File: config.mk
export PLATFORM = sky130hd
export DESIGN_NAME = lsu_dbus_ctrl
export DESIGN_NICKNAME = d
export VERILOG_FILES = /design/src/rtl/lsu_dbus_ctrl.sv
export SDC_FILE = /design/constraint.sdc
export NUM_CORES = 1
export LEC_CHECK = 0
export ABC_CLOCK_PERIOD_IN_PS = 2500
export CAP_MARGIN = 20
export CORE_ASPECT_RATIO = 1.25
export CORE_UTILIZATION = 40
export DETAILED_ROUTE_END_ITERATION = 10
export PLACE_DENSITY_LB_ADDON = 0.2
export SYNTH_ARGS = -nofsm -noshare
export SYNTH_HDL_FRONTEND = slang
export SYNTH_SLANG_ARGS = --single-unit
File: constraint.sdc
create_clock -name clk -period 2.5 [get_ports clk]
set_input_delay 0.5 -clock clk [delete_from_list [all_inputs] [get_ports clk]]
set_output_delay 0.5 -clock clk [all_outputs]
set_load 0.02 [all_outputs]
File: src/rtl/lsu_dbus_ctrl.sv
`timescale 1ns/1ps
`default_nettype none
// ============================================================================
// Module      : lsu_dbus_ctrl
// Description : Load/store sequencer between EX and the single-port data bus.
//               Turns one load/store into a word-aligned bus request with
//               byte enables and lane-replicated store data. Runs the
//               req/gnt/rvalid handshake and stalls the pipeline while busy.
//               Flags misaligned ops, bus errors and response timeouts.
// Ports       :
//   clk, rst_n             clock, asynchronous active-low reset
//   lsu_valid_i            EX presents a memory op
//   lsu_is_load_i          1 = load, 0 = store
//   lsu_size_i             00 byte, 01 half, 10 word, 11 reserved
//   lsu_addr_i/wdata_i     byte address, right-justified store data
//   flush_i                pipeline flush
//   lsu_stall_o            hold EX/MEM pipeline registers
//   lsu_done_o             completion pulse, lsu_rdata_o/lsu_addr_2low_o valid
//   lsu_misalign_o         misaligned-op rejection pulse
//   lsu_err_o              bus error or timeout pulse
//   dbus_*                 data bus request/response interface
// Revision    : 1.0 - initial release
// ============================================================================
module lsu_dbus_ctrl #(
    parameter int XLEN    = 32,
    parameter int TIMEOUT = 255,
    parameter int CNT_W   = 8
) (
    input  logic            clk,
    input  logic            rst_n,
    input  logic            lsu_valid_i,
    input  logic            lsu_is_load_i,
    input  logic [1:0]      lsu_size_i,
    input  logic [XLEN-1:0] lsu_addr_i,
    input  logic [XLEN-1:0] lsu_wdata_i,
    input  logic            flush_i,
    output logic            lsu_stall_o,
    output logic            lsu_done_o,
    output logic [XLEN-1:0] lsu_rdata_o,
    output logic [1:0]      lsu_addr_2low_o,
    output logic            lsu_misalign_o,
    output logic            lsu_err_o,
    output logic            dbus_req_o,
    output logic            dbus_we_o,
    output logic [XLEN-1:0] dbus_addr_o,
    output logic [3:0]      dbus_be_o,
    output logic [XLEN-1:0] dbus_wdata_o,
    input  logic            dbus_gnt_i,
    input  logic            dbus_rvalid_i,
    input  logic [XLEN-1:0] dbus_rdata_i,
    input  logic            dbus_err_i
);

    typedef enum logic [1:0] {
        S_IDLE = 2'd0,
        S_REQ  = 2'd1,
        S_RSP  = 2'd2
    } state_t;

    // Last counter value of the RSP window; reaching it ends the wait.
    localparam logic [CNT_W-1:0] c_cnt_last = CNT_W'(TIMEOUT - 1);

    state_t            r_state, w_state_nxt;
    logic              r_we;
    logic [XLEN-1:0]   r_addr;
    logic [3:0]        r_be;
    logic [XLEN-1:0]   r_wdata;
    logic [1:0]        r_addr_2low;
    logic              r_kill,     w_kill_nxt;
    logic [CNT_W-1:0]  r_cnt,      w_cnt_nxt;
    logic              r_done,     w_done_nxt;
    logic              r_err,      w_err_nxt;
    logic              r_misalign;
    logic [XLEN-1:0]   r_rdata;
    logic [1:0]        r_rdata_2low;

    logic              w_misalign;
    logic              w_accept;
    logic              w_reject;
    logic [3:0]        w_be_new;
    logic [XLEN-1:0]   w_wdata_new;

    // ------------------------------------------------------------------
    // Decode of the op presented by EX
    // ------------------------------------------------------------------
    always_comb begin
        w_misalign  = 1'b0;
        w_be_new    = 4'b1111;
        w_wdata_new = lsu_wdata_i;
        case (lsu_size_i)
            2'b00: begin
                w_misalign  = 1'b0;
                w_be_new    = 4'b0001 << lsu_addr_i[1:0];
                w_wdata_new = {4{lsu_wdata_i[7:0]}};
            end
            2'b01: begin
                w_misalign  = lsu_addr_i[0];
                w_be_new    = lsu_addr_i[1] ? 4'b1100 : 4'b0011;
                w_wdata_new = {2{lsu_wdata_i[15:0]}};
            end
            2'b10: begin
                w_misalign  = |lsu_addr_i[1:0];
            end
            default: begin
                w_misalign  = 1'b1;
            end
        endcase
    end

    assign w_accept = (r_state == S_IDLE) && lsu_valid_i && !w_misalign && !flush_i;
    assign w_reject = (r_state == S_IDLE) && lsu_valid_i &&  w_misalign && !flush_i;

    // ------------------------------------------------------------------
    // State register
    // ------------------------------------------------------------------
    always_ff @(posedge clk or negedge rst_n) begin
        if (!rst_n) begin
            r_state <= S_IDLE;
        end else begin
            r_state <= w_state_nxt;
        end
    end

    // ------------------------------------------------------------------
    // Next-state and pulse decisions
    // ------------------------------------------------------------------
    always_comb begin
        w_state_nxt = r_state;
        w_kill_nxt  = r_kill;
        w_cnt_nxt   = r_cnt;
        w_done_nxt  = 1'b0;
        w_err_nxt   = 1'b0;
        case (r_state)
            S_IDLE: begin
                w_kill_nxt = 1'b0;
                if (w_accept) begin
                    w_state_nxt = S_REQ;
                end
            end
            S_REQ: begin
                if (dbus_gnt_i) begin
                    // The bus owns the transfer once granted, so a flush in
                    // the grant cycle can only suppress its result.
                    w_state_nxt = S_RSP;
                    w_cnt_nxt   = '0;
                    w_kill_nxt  = flush_i;
                end else if (flush_i) begin
                    w_state_nxt = S_IDLE;
                end
            end
            S_RSP: begin
                if (flush_i) begin
                    w_kill_nxt = 1'b1;
                end
                if (dbus_rvalid_i) begin
                    w_state_nxt = S_IDLE;
                    w_kill_nxt  = 1'b0;
                    if (!(r_kill || flush_i)) begin
                        w_err_nxt  = dbus_err_i;
                        w_done_nxt = !dbus_err_i;
                    end
                end else if (r_cnt == c_cnt_last) begin
                    w_state_nxt = S_IDLE;
                    w_kill_nxt  = 1'b0;
                    w_err_nxt   = !(r_kill || flush_i);
                end else begin
                    w_cnt_nxt = r_cnt + 1'b1;
                end
            end
            default: begin
                w_state_nxt = S_IDLE;
                w_kill_nxt  = 1'b0;
            end
        endcase
    end

    // ------------------------------------------------------------------
    // Latched op, control and result registers
    // ------------------------------------------------------------------
    always_ff @(posedge clk or negedge rst_n) begin
        if (!rst_n) begin
            r_we         <= 1'b0;
            r_addr       <= '0;
            r_be         <= 4'b0000;
            r_wdata      <= '0;
            r_addr_2low  <= 2'b00;
            r_kill       <= 1'b0;
            r_cnt        <= '0;
            r_done       <= 1'b0;
            r_err        <= 1'b0;
            r_misalign   <= 1'b0;
            r_rdata      <= '0;
            r_rdata_2low <= 2'b00;
        end else begin
            if (w_accept) begin
                r_we        <= !lsu_is_load_i;
                r_addr      <= {lsu_addr_i[XLEN-1:2], 2'b00};
                r_be        <= w_be_new;
                r_wdata     <= w_wdata_new;
                r_addr_2low <= lsu_addr_i[1:0];
            end
            r_kill     <= w_kill_nxt;
            r_cnt      <= w_cnt_nxt;
            r_done     <= w_done_nxt;
            r_err      <= w_err_nxt;
            r_misalign <= w_reject;
            if (w_done_nxt) begin
                r_rdata      <= r_we ? '0 : dbus_rdata_i;
                r_rdata_2low <= r_addr_2low;
            end
        end
    end

    // ------------------------------------------------------------------
    // Outputs
    // ------------------------------------------------------------------
    // The misalign pulse cycle stalls so the exception can be taken before
    // the next instruction advances out of EX.
    assign lsu_stall_o     = (r_state != S_IDLE) || w_accept || r_misalign;
    assign lsu_done_o      = r_done;
    assign lsu_err_o       = r_err;
    assign lsu_misalign_o  = r_misalign;
    assign lsu_rdata_o     = r_rdata;
    assign lsu_addr_2low_o = r_rdata_2low;
    assign dbus_req_o      = (r_state == S_REQ);
    assign dbus_we_o       = r_we;
    assign dbus_addr_o     = r_addr;
    assign dbus_be_o       = r_be;
    assign dbus_wdata_o    = r_wdata;

endmodule
`default_nettype wire
# [Yosys cells after proc, flatten, opt, wreduce, memory -nomap -nowiden]
# Cells that the tools add are included.
# W data, S select, Z words.
[classes] add_sub_neg=1 n_eq_ne=12 shifts=1 muxes=27 reduce_logical=21
[ops] cell="$pmux W32 S2" n=1
[ops] cell="$mux W32" n=1
[ops] cell="$mux W8" n=3
[ops] cell="$pmux W8 S2" n=1
[ops] cell="$mux W1" n=11
[ops] cell="$mux W2" n=5
[ops] cell="$add A8 B1 Y8 const B" n=1
[ops] cell="$eq A8 B8 Y1 const B" n=1
[ops] cell="$pmux W4 S2" n=1
[ops] cell="$ne A2 B2 Y1 const B" n=3
[ops] cell="$pmux W2 S3" n=1
[ops] cell="$logic_and A1 B1 Y1" n=5
[ops] cell="$logic_not A1 Y1" n=5
[ops] cell="$eq A2 B1 Y1 const B" n=2
[ops] cell="$eq A2 B2 Y1 const B" n=2
[ops] cell="$logic_not A2 Y1" n=2
[ops] cell="$mux W4" n=1
[ops] cell="$ne A4 B4 Y1 const B" n=1
[ops] cell="$reduce_and A4 Y1" n=1
[ops] cell="$reduce_bool A2 Y1" n=2
[ops] cell="$shl A1 B2 Y4 const A" n=1
[ops] cell="$logic_or A1 B1 Y1" n=3
[ops] cell="$ne A3 B2 Y1 const B" n=1
[ops] cell="$ne A3 B3 Y1 const B" n=1
[ops] cell="6 further kinds" n=6
[totals] regBits=117 output_inout_bits=108 word_cells=75

# [Longest topological paths before layout]
# Gate-level depths: netlist (run 1).
[depth] depth_word=7 mapped_depth=8

# [Worst setup path before layout (run 1)]
# Ideal clock, no wire load.
[synth_timing] path_kind="input port to output port" startpoint="in lsu_addr_i[0]" endpoint="out lsu_stall_o" t_arrival_ps=1603 required_ps=2000 slack_ps=397 stages=6 path_buffers=3 cell_sequence="buf_2 > a21oi_1 > o21bai_1 > buf_6 > clkbuf_1 > nand3b_1"
[synth_between] elab_chain_cells=7
[synth_rtl] item="start: declaration" line="34" source="input logic [XLEN-1:0] lsu_addr_i,"
[synth_rtl] item="$reduce_or A2 Y1" line="102" source="w_misalign = |lsu_addr_i[1:0];"
[synth_rtl] item="$pmux W1 S3 (*)" line="90" source="case (lsu_size_i)"
[synth_rtl] item="$logic_not A1 Y1 (*)" line="110" source="assign w_accept = (r_state == S_IDLE) && lsu_valid_i && !w_misalign && !flush_i;"
[synth_rtl] item="$logic_and A1 B1 Y1 (*) (2 in a row)" line="110"
[synth_rtl] item="$logic_or A1 B1 Y1 (*) (2 in a row)" line="219" source="assign lsu_stall_o = (r_state != S_IDLE) || w_accept || r_misalign;"
[synth_rtl] item="end: declaration" line="37" source="output logic lsu_stall_o,"
# Every way passes the cells marked *; elsewhere a longest branch is shown, timed or not.

# [Worst setup path after layout (run 1)]
[layout_timing] startpoint="reg r_state[1]" endpoint="out lsu_stall_o"
[layout_between] elab_chain_cells=6 word_cells_on_any_way=7
[layout_rtl] item="start: declaration" line="63" source="state_t r_state, w_state_nxt;"
[layout_rtl] item="start signal: assignment" line="120" source="r_state <= w_state_nxt;"
[layout_rtl] item="$logic_not A2 Y1" line="110"
[layout_rtl] item="$logic_and A1 B1 Y1 (3 in a row)" line="110"
[layout_rtl] item="$logic_or A1 B1 Y1 (*) (2 in a row)" line="219"
# Marked as above.

==> impl.org, run 1 <==
** Placed design
- Detail Placement HPWL :: 9.360 mm
- Number of port buffers :: about 210
- Placed cell areas :: 0.007551 mm²
- At the end of routability-driven placement, the weighted congestion stood at approximately 0.79.
- In this run, placement finished with an instance count of roughly 840.

** Clock tree
- Cts hold-fix bufs :: 0
- Maximum level of the CTS H-tree :: 4
- The clock drives about 120 sinks.
- Clock latency on the worst-skew pair, taken at its later pin, is 0.40 ns.
- Clock input transition at the sequential cells of the worst setup and hold paths :: 0.06 ns
- The number of clock buffers added by TritonCTS is 17.
- Total of cells resized after clock tree synthesis :: 1
- Root buffer cell :: clkbuf_16
- TritonCTS built the clock tree.
- # Post-CTS Setup Buffers :: 0
- Bufs on Longest Clock Path :: 2

** Synth
- The mapped netlist covers between 0.005 and 0.006 mm².
- Count of flip-flops with a built-in enable after synthesis :: 0
- Mean post-synth cell area :: 10.99 µm²
- During synthesis, Yosys emitted a total of 0 warnings.
- Sequential cell area fraction in the yosys report :: a little under three fifths
- Distinct cells, synth :: 44
- For this run, asynchronously set or reset flops after synthesis account for 100.0%.
- Synthesis inferred between 100 and 150 register bits.
- Main synth FF type :: dfrtp_1
- Count of mapped cells out of synthesis :: 471

** Timing
- The hold violation count in the final report came to 0.
- Static timing analysis puts the maximum clock frequency at approximately 420 MHz.
- Final setup violation count :: 0
- The worst path needs 2.365 ns of the cycle, external delays included.
- The worst pin sits at a relative slew slack of 38.65%.
- Final slew viol count :: 0
- The final critical path takes up 94.60% of the cycle.
- Slew @ Worst Pin :: 0.9168 ns
- Across the routed clock network, the largest skew measured is 0.01271 ns.
- Unrepaired setup endpoints after global routing :: false

** Layout
- In the final layout, the share of cells above drive strength 1 is 7.966%.
- The layout has 1011 filler cells.
- After routing the design area is just over 0.008 mm².
- Once layout is complete, the cells apart from fillers number approximately 870.
- The repair_antennas step left the layout with diodes totalling 0.
- After the last flow step, the layout net total stands at 802.
- Area grow syn2layout :: 58.17%

** Route
- The detail route stage leaves a number of antenna-violating nets equal to 0.
- After the first detailed-routing iteration, the DRC count stood at 124.
- For this block, the routed nets add up to 13.20 mm of wire.
- Before antenna repair, the detailed router went through 4 iterations.
- Routed length per instance :: 15.15 µm
- Total number of vias :: 4304
- In the routed design, unresolved DRC markers number 0.
- Via/cell ratio :: 4.941

** Die
- In this run the core area contains 46 standard-cell rows.
- DIE WIDTH :: ~100 µm
- Die footprint :: 0.01341 mm²
- Once the floorplan was initialized, standard cells occupied 40.89% of the core.
- Height of the die :: 129.2 µm
- Ports :: 214
- Core box area :: 0.01266 mm²

** Global routing
- The via count of the first global-routing pass came to about 4.4k.
- Antenna violations before repair :: 0
- The first global-routing pass estimated 21.31 mm of wire.
- Overflow left after global routing :: 0
- Global routing used around 20% of the available tracks across all layers.
- Pin count of the biggest net entering global routing :: 92

** Setup path
- Worst setup path class :: flop to output pin
- Crit. End Element :: output pin
- CP required :: 2.00 ns
- In this run the worst path has a maximum fanout of 4.
- STA puts the critical path data arrival time at between 1.5 and 2 ns.
- Slowest Stage Delay on Critical Path :: roughly 0.4 ns
- The number of cells on the worst reg-to-reg path is 7.
- Worst Setup Start Kind :: flop
- The critical path goes through inv_1 > ha_2 > nand3b_4 > o21bai_4 > nand3b_1 > dlygate4sd2_1.
- Among all stages on the critical path, the largest delay is contributed by dfrtp_1.

** Pwr
- LEAKAGE :: 3.570 nW
- Total power divided by cell area :: roughly 1200 mW/mm²
- Highest ir drop seen on vdd :: 662.4 µV

** Hold path
- Hold Crit Class :: primary input to asynchronous set/reset pin

** Run status
- The flow ran to the end, and the final reports show no timing, DRC or antenna violations.

** Run
- Across the run, the number of max-cap violations was 0.
==> cells in the final DEF (no fill, tap or decap), types with 2 or more instances in the layout <==
cell,n
nand4_1,2
dfrtp_1,117
o21ai_1,59
conb_1,2
mux2_1,43
a21boi_1,2
a21oi_1,13
a32oi_1,2
clkbuf_8,2
nor2_1,13
mux2i_1,25
bufinv_16,4
buf_4,16
nor3_1,4
nand2b_1,33
o31ai_1,2
inv_1,8
nand3b_1,2
clkinvlp_4,4
buf_12,3
nor4_1,4
clkinv_4,2
nor2b_1,2
ha_1,5
o21bai_1,3
nand3_1,5
clkbuf_16,17
clkdlybuf4s50_1,208
a32o_1,2
or4_1,3
o21ai_0,6
clkinv_2,2
nand2_1,67
==> layout make-up <==
type                            count  area (µm²)  share of cell area (%)
Clock buffer                       20       456.7                   5.577
Tap cell                          168       210.2                   2.567
Sequential cell                   117        2928                   35.75
Clock inverter                     12       177.7                   2.170
Timing Repair Buffer              229        2283                   27.88
Multi-Input combinational cell    316        2100                   25.64
Inverter                            9       33.78                  0.4125
==> synthesized netlist by cell type, types with 2 or more instances <==
| cell type | number | share of area, % |
|---|---|---|
| clkbuf_1 | 18 | 1.3 |
| nor2_1 | 13 | 0.94 |
| mux2_1 | 43 | 9.4 |
| buf_2 | 6 | 0.58 |
| a32o_1 | 2 | 0.39 |
| inv_1 | 8 | 0.58 |
| mux2i_1 | 25 | 4.8 |
| buf_1 | 2 | 0.15 |
| nor3_1 | 4 | 0.39 |
| nand4_1 | 2 | 0.24 |
| nand2_1 | 67 | 4.9 |
| nand2b_1 | 33 | 4.0 |
| or4_1 | 3 | 0.43 |
| a32oi_1 | 2 | 0.34 |
| nor4_1 | 4 | 0.48 |
| o21ai_1 | 59 | 5.7 |
| a21boi_1 | 2 | 0.29 |
| dfrtp_1 | 117 | 57 |
| o31ai_1 | 2 | 0.29 |
| o21ai_0 | 6 | 0.58 |
| nand3b_1 | 2 | 0.29 |
| buf_4 | 3 | 0.43 |
| a21oi_1 | 13 | 1.3 |
| o21bai_1 | 4 | 0.58 |
| nand3_1 | 6 | 0.58 |
| ha_1 | 6 | 1.4 |
| nor2b_1 | 2 | 0.24 |
==> critical path: cells and delay by family, from the launching register on <==
family | cells | cell delay [ns]
AOI/OAI and AO/OA | 1 | 0.18
adders and majority gates | 1 | 0.25
DFF | 1 | 0.40
and+or+nand+nor | 2 | 0.17
buffers and inverters | 2 | 0.47
==> flip-flops by register name, indices dropped and copies added, names as in the netlist, 2 cells and up <==
signal / flops
dbus_wdata_o: 32
lsu_rdata_o: 32
dbus_addr_o: 30
r_cnt: 8
dbus_be_o: 4
lsu_addr_2low_o: 2
r_addr_2low: 2
r_state: 2
==> logic make-up (layout without fill, tap and decap cells) <==
logic type,count (synthesis),after routing,synth area share [%]
simple gates,139,139,13.19
flops,117,117,56.55
compound gates,100,100,11.04
mux,68,68,14.19
buf+inv,39,270,3.335
fa+ha+maj,6,6,1.450
other cells,1,2,0.07243
xor+xnor,1,1,0.1692
==> stage by stage <==
step                      total power, mW  TNS [ns]  hold WS, ns  setup slack (ns)  util [%]
after CTS                           9.921         0      0.06534           0.05697     64.63
after global placement              7.163   -0.1651       0.4670           -0.1606     59.63
after global routing                10.35         0      0.08976          0.005123     64.67
after detailed placement            7.282   -0.2618       0.4744           -0.1691     59.63
after floorplan                     5.141         0       0.2044            0.3970         -
final                               9.805         0      0.05874            0.1349     64.67
==> path summary, 6_finish.rpt <==
check                      slack (ns)                 end            from
hold reg to reg                  0.48  lsu_addr_2low_o[1]  r_addr_2low[1]
min in group clk                 0.48  lsu_addr_2low_o[1]  r_addr_2low[1]
hold / removal                   0.06      dbus_addr_o[5]           rst_n
max in group asynchronous        1.69     dbus_addr_o[15]           rst_n
setup reg to reg                 0.50          r_state[0]      r_state[1]
setup / recovery                 0.13         lsu_stall_o      r_state[1]
==> metal layers <==
layer | vias up | global-route usage [%] | routed length, µm
met5 | - | 0 | 0
met4 | 0 | 8.908 | 282
met3 | 19 | 7.495 | 940
met2 | 156 | 33.83 | 6516
met1 | 2063 | 23.60 | 5462
li1 | 2066 | - | -
==> power breakdown <==
part	switching [mW]	leakage, nW	internal [mW]	total, mW
clock network	0.861	0.298	1.72	2.58
registers	0.421	1.48	2.69	3.11
logic	2.07	1.79	2.05	4.11
total	3.35	3.57	6.46	9.81
(Power assumes the default switching activity.)
==> run 2, diff against run 1 <==
--- a/config.mk
+++ b/config.mk
@@ -5,12 +5,14 @@
 export SDC_FILE = /design/constraint.sdc
 export NUM_CORES = 1
 export LEC_CHECK = 0
-export ABC_CLOCK_PERIOD_IN_PS = 2500
+export ABC_CLOCK_PERIOD_IN_PS = 1900
 export CAP_MARGIN = 20
 export CORE_ASPECT_RATIO = 1.25
-export CORE_UTILIZATION = 40
+export CORE_UTILIZATION = 39
 export DETAILED_ROUTE_END_ITERATION = 10
+export MAX_ROUTING_LAYER = met4
 export PLACE_DENSITY_LB_ADDON = 0.2
 export SYNTH_ARGS = -nofsm -noshare
 export SYNTH_HDL_FRONTEND = slang
 export SYNTH_SLANG_ARGS = --single-unit
+export TNS_END_PERCENT = 20
==> constraint.sdc (replaced) <==
create_clock -name clk -period 1.9 [get_ports clk]
set_input_delay 0.38 -clock clk [delete_from_list [all_inputs] [get_ports clk]]
set_output_delay 0.38 -clock clk [all_outputs]
set_load 0.02 [all_outputs]
==> impl.org, run 2 (same netlist as run 1, synthesis figures left out) <==
** Clock tree
- The CTS tree was built (unchanged).
- The number of sinks handled by clock tree synthesis is 117 (unchanged).
- Maximum level of the CTS H-tree :: 4 (unchanged)
- Root buffer cell :: clkbuf_16 (unchanged)
- Clock latency reported for the late side of the worst-skew pair :: 0.40 ns (about the same)
- The total CTS buffers came to 17 (unchanged).
- Clock input transition at the sequential cells of the worst setup and hold paths :: 0.06 ns (about the same)
- Bufs on Longest Clock Path :: 2 (unchanged)

** Route
- The detailed-route via count came to 4340 (was 4304).
- Final Routed Wirelength :: 13.37 mm (was 13.20 mm)
- Violation count after the first detailed-route iteration :: 96 (was 124)
- Routed length per instance :: 15.12 µm (was 15.15 µm)
- The post-detailed-route via-to-cell ratio was 4.910 (was 4.941).
- The remaining antenna violation count after routing is 0 (unchanged).
- Detailed-route DRC error count :: 0 (unchanged)
- Detailed-routing iteration count for the pre-antenna-repair pass :: 4 (unchanged)

** Layout
- The fraction of layout instances using a drive strength above 1 is 10.06% (was 7.966%).
- Commonest cells after routing, fill and taps aside: clkdlybuf4s50_1, dfrtp_1, nand2_1, o21ai_1, mux2_1 (unchanged).
- Post-route design area :: 0.008214 mm² (was 0.008189 mm²)
- Final net count :: 816 (was 802)
- Final std cells w/o fill :: 884 (was 871)
- Area grow syn2layout :: 58.65% (was 58.17%)
- The number of diodes added for antenna fixing was 0 (unchanged).
- The count of filler cells inserted in the layout was 1011 (unchanged).
- Most common cell after layout, fill and taps aside :: clkdlybuf4s50_1 (unchanged)

** Setup path
- The data arrival time of the critical path is 1.50 ns (was 1.87 ns).
- Worst-path cell chain: inv_2 > ha_4 > nand3b_4 > o21bai_4 > nand3b_1 > buf_6 (was inv_1 > ha_2 > nand3b_4 > o21bai_4 > nand3b_1 > dlygate4sd2_1).
- Worst Setup Start Kind :: flop (unchanged)
- The data required time at the worst endpoint is 1.52 ns (was 2.00 ns).
- The biggest fanout along the worst timing path is 3 (was 4).
- The largest incremental delay on the critical path is 0.40 ns (about the same).
- Slowest cell on the critical path :: dfrtp_1 (unchanged)
- The type of the setup path with the least slack is flop to output pin (unchanged).
- Crit. End Element :: output pin (unchanged)

** Placed design
- Number of port buffers :: 211 (unchanged)
- The count of placed standard cells including taps was 850 (was 839).
- Detail Placement HPWL :: 9.782 mm (was 9.360 mm)
- The standard cell area after detailed placement came to 0.007646 mm² (was 0.007551 mm²).
- RD Place Congestion :: 0.7729 (was 0.7941)

** Timing
- The total of endpoints with negative setup slack in the final report came to 0 (unchanged).
- Final cycle utilization of the critical path :: ~100%
- The summed negative setup slack over all endpoints is 0 ns (unchanged).
- The max-slew violation count was 0 (unchanged).
- The largest clock skew in the final design was 0.01075 ns (was 0.01271 ns).
- Minimum period implied by the final worst setup slack :: roughly 1.9 ns
- The hold violation count in the final report came to 0 (unchanged).
- Unrepaired setup endpoints after global routing: true (was false).
- Timing would allow up to 530.7 MHz.

** Die
- The standard-cell row count was 46 (unchanged).
- The width of the die was 105.1 µm (was 103.8 µm).
- Core box area :: 0.01283 mm² (was 0.01266 mm²)
- The I/O pin count came to 214 (unchanged).
- Die footprint :: 0.01374 mm² (was 0.01341 mm²)
- Starting density of the core :: 40.34% (was 40.89%)
- Height of the die :: 130.8 µm (was 129.2 µm)

** Global routing
- Global Route met1 Usage :: 23.47% (was 23.60%)
- Pin count of the biggest net entering global routing :: 68 (was 92)
- The met2 demand-to-capacity share in global routing was 34.13% (was 33.83%).
- The most heavily used metal layer in global routing is met2 (unchanged).
- The via count of the first global-routing pass came to 4398 (was 4378).
- The overflow left after global routing was 0 (unchanged).
- The global-route wire length before repair is 21.20 mm (was 21.31 mm).
- Antenna violations before repair :: 0 (unchanged)
- The overall routing resource usage is 20.34% (was 20.27%).
- Met3 demand-to-capacity share in global routing :: 5.754% (was 7.495%)

** Pwr
- The leakage power summed over all cells is 3.592 nW (was 3.570 nW).
- The ratio of total power to cell area came to 1526 mW/mm² (was 1197 mW/mm²).
- The largest voltage drop on the vdd net came to 820.1 µV (was 662.4 µV).

** Run status
- Run status :: finished clean (unchanged)

** Run
- The reported max-cap violation count came to 0 (unchanged).

** Hold path
- Hold Crit Class :: primary input to asynchronous set/reset pin (unchanged)
==> run 2: cell types whose count changed in the layout (fill, tap and decap cells not counted), sizes merged <==
cell,change
dlymetal6s2s,-1
clkinv,+3
clkinvlp,-1
dlygate4sd2,-1
dlygate4sd3,+1
buf,+15
bufinv,-3
==> run 2: path summary, 6_finish.rpt <==
path / startpoint / end / slack, ns / depth (start not counted)
max: r_state[1] / lsu_stall_o / 0.02 / 6
min: rst_n / r_cnt[5] / 0.38 / 2
max reg2reg: r_state[1] / r_state[0] / 0.06 / 7
min reg2reg: dbus_wdata_o[14] / dbus_wdata_o[14] / 0.48 / 2
max in group asynchronous: rst_n / dbus_wdata_o[9] / 0.94 / 3
min in group clk: dbus_wdata_o[14] / dbus_wdata_o[14] / 0.48 / 2
==> run 2: worst max-delay path: cells and delay by family, from the launching register on <==
kind	cells	cell delay [ns]
flip-flops	1	0.40
buffers and inverters	2	0.21
adder cells (fa/ha/maj)	1	0.14
AND/OR/NAND/NOR	2	0.18
AO/OA/AOI/OAI	1	0.18
==> run 2: timing repair <==
action | in CTS | in global routing
gates resized for setup | 14 | 2
hold buffers | 1 | 0
setup buffers | 0 | 2
cloned | 0 | 0
endpoints found under the hold margin | 13 | 0
pin swaps | 1 | 2
setup endpoints to repair | 3 | 4
==> run 2: where the power goes <==
part           total (mW)  switching, mW  internal, mW
clock network        2.85           1.08          1.77
logic                5.59           2.77          2.82
registers            4.10          0.557          3.54
==> run 2: metrics by stage <==
step,utilization (%),hold WS [ns],total power [mW],setup WS (ns)
detailed placement,59.57,0.2670,9.711,-0.4628
global route,64.00,0.3975,13.23,-0.04929
CTS,63.80,0.3847,12.66,-0.01358
global placement,59.57,0.2604,9.555,-0.4743
floorplan,-,0.08441,6.765,-0.03791
finish,64.00,0.3843,12.53,0.01559
==> run 2: layout make-up <==
| class | count | area [µm²] | area share (%) |
|---|---|---|---|
| Multi-Input combinational cell | 316 | 2120 | 25.80 |
| Timing Repair Buffer | 243 | 2399 | 29.20 |
| Clock buffer | 20 | 436.7 | 5.316 |
| Sequential cell | 117 | 2928 | 35.64 |
| Clock inverter | 11 | 87.58 | 1.066 |
| Inverter | 9 | 33.78 | 0.4113 |
| Tap cell | 168 | 210.2 | 2.559 |
==> run 2: metal layers <==
| metal | routed length [µm] | vias up |
|---|---|---|
| li1 | - | 2093 |
| met1 | 5525 | 2071 |
| met2 | 6795 | 155 |
| met3 | 794 | 21 |
| met4 | 254 | 0 |
| met5 | 0 | - |
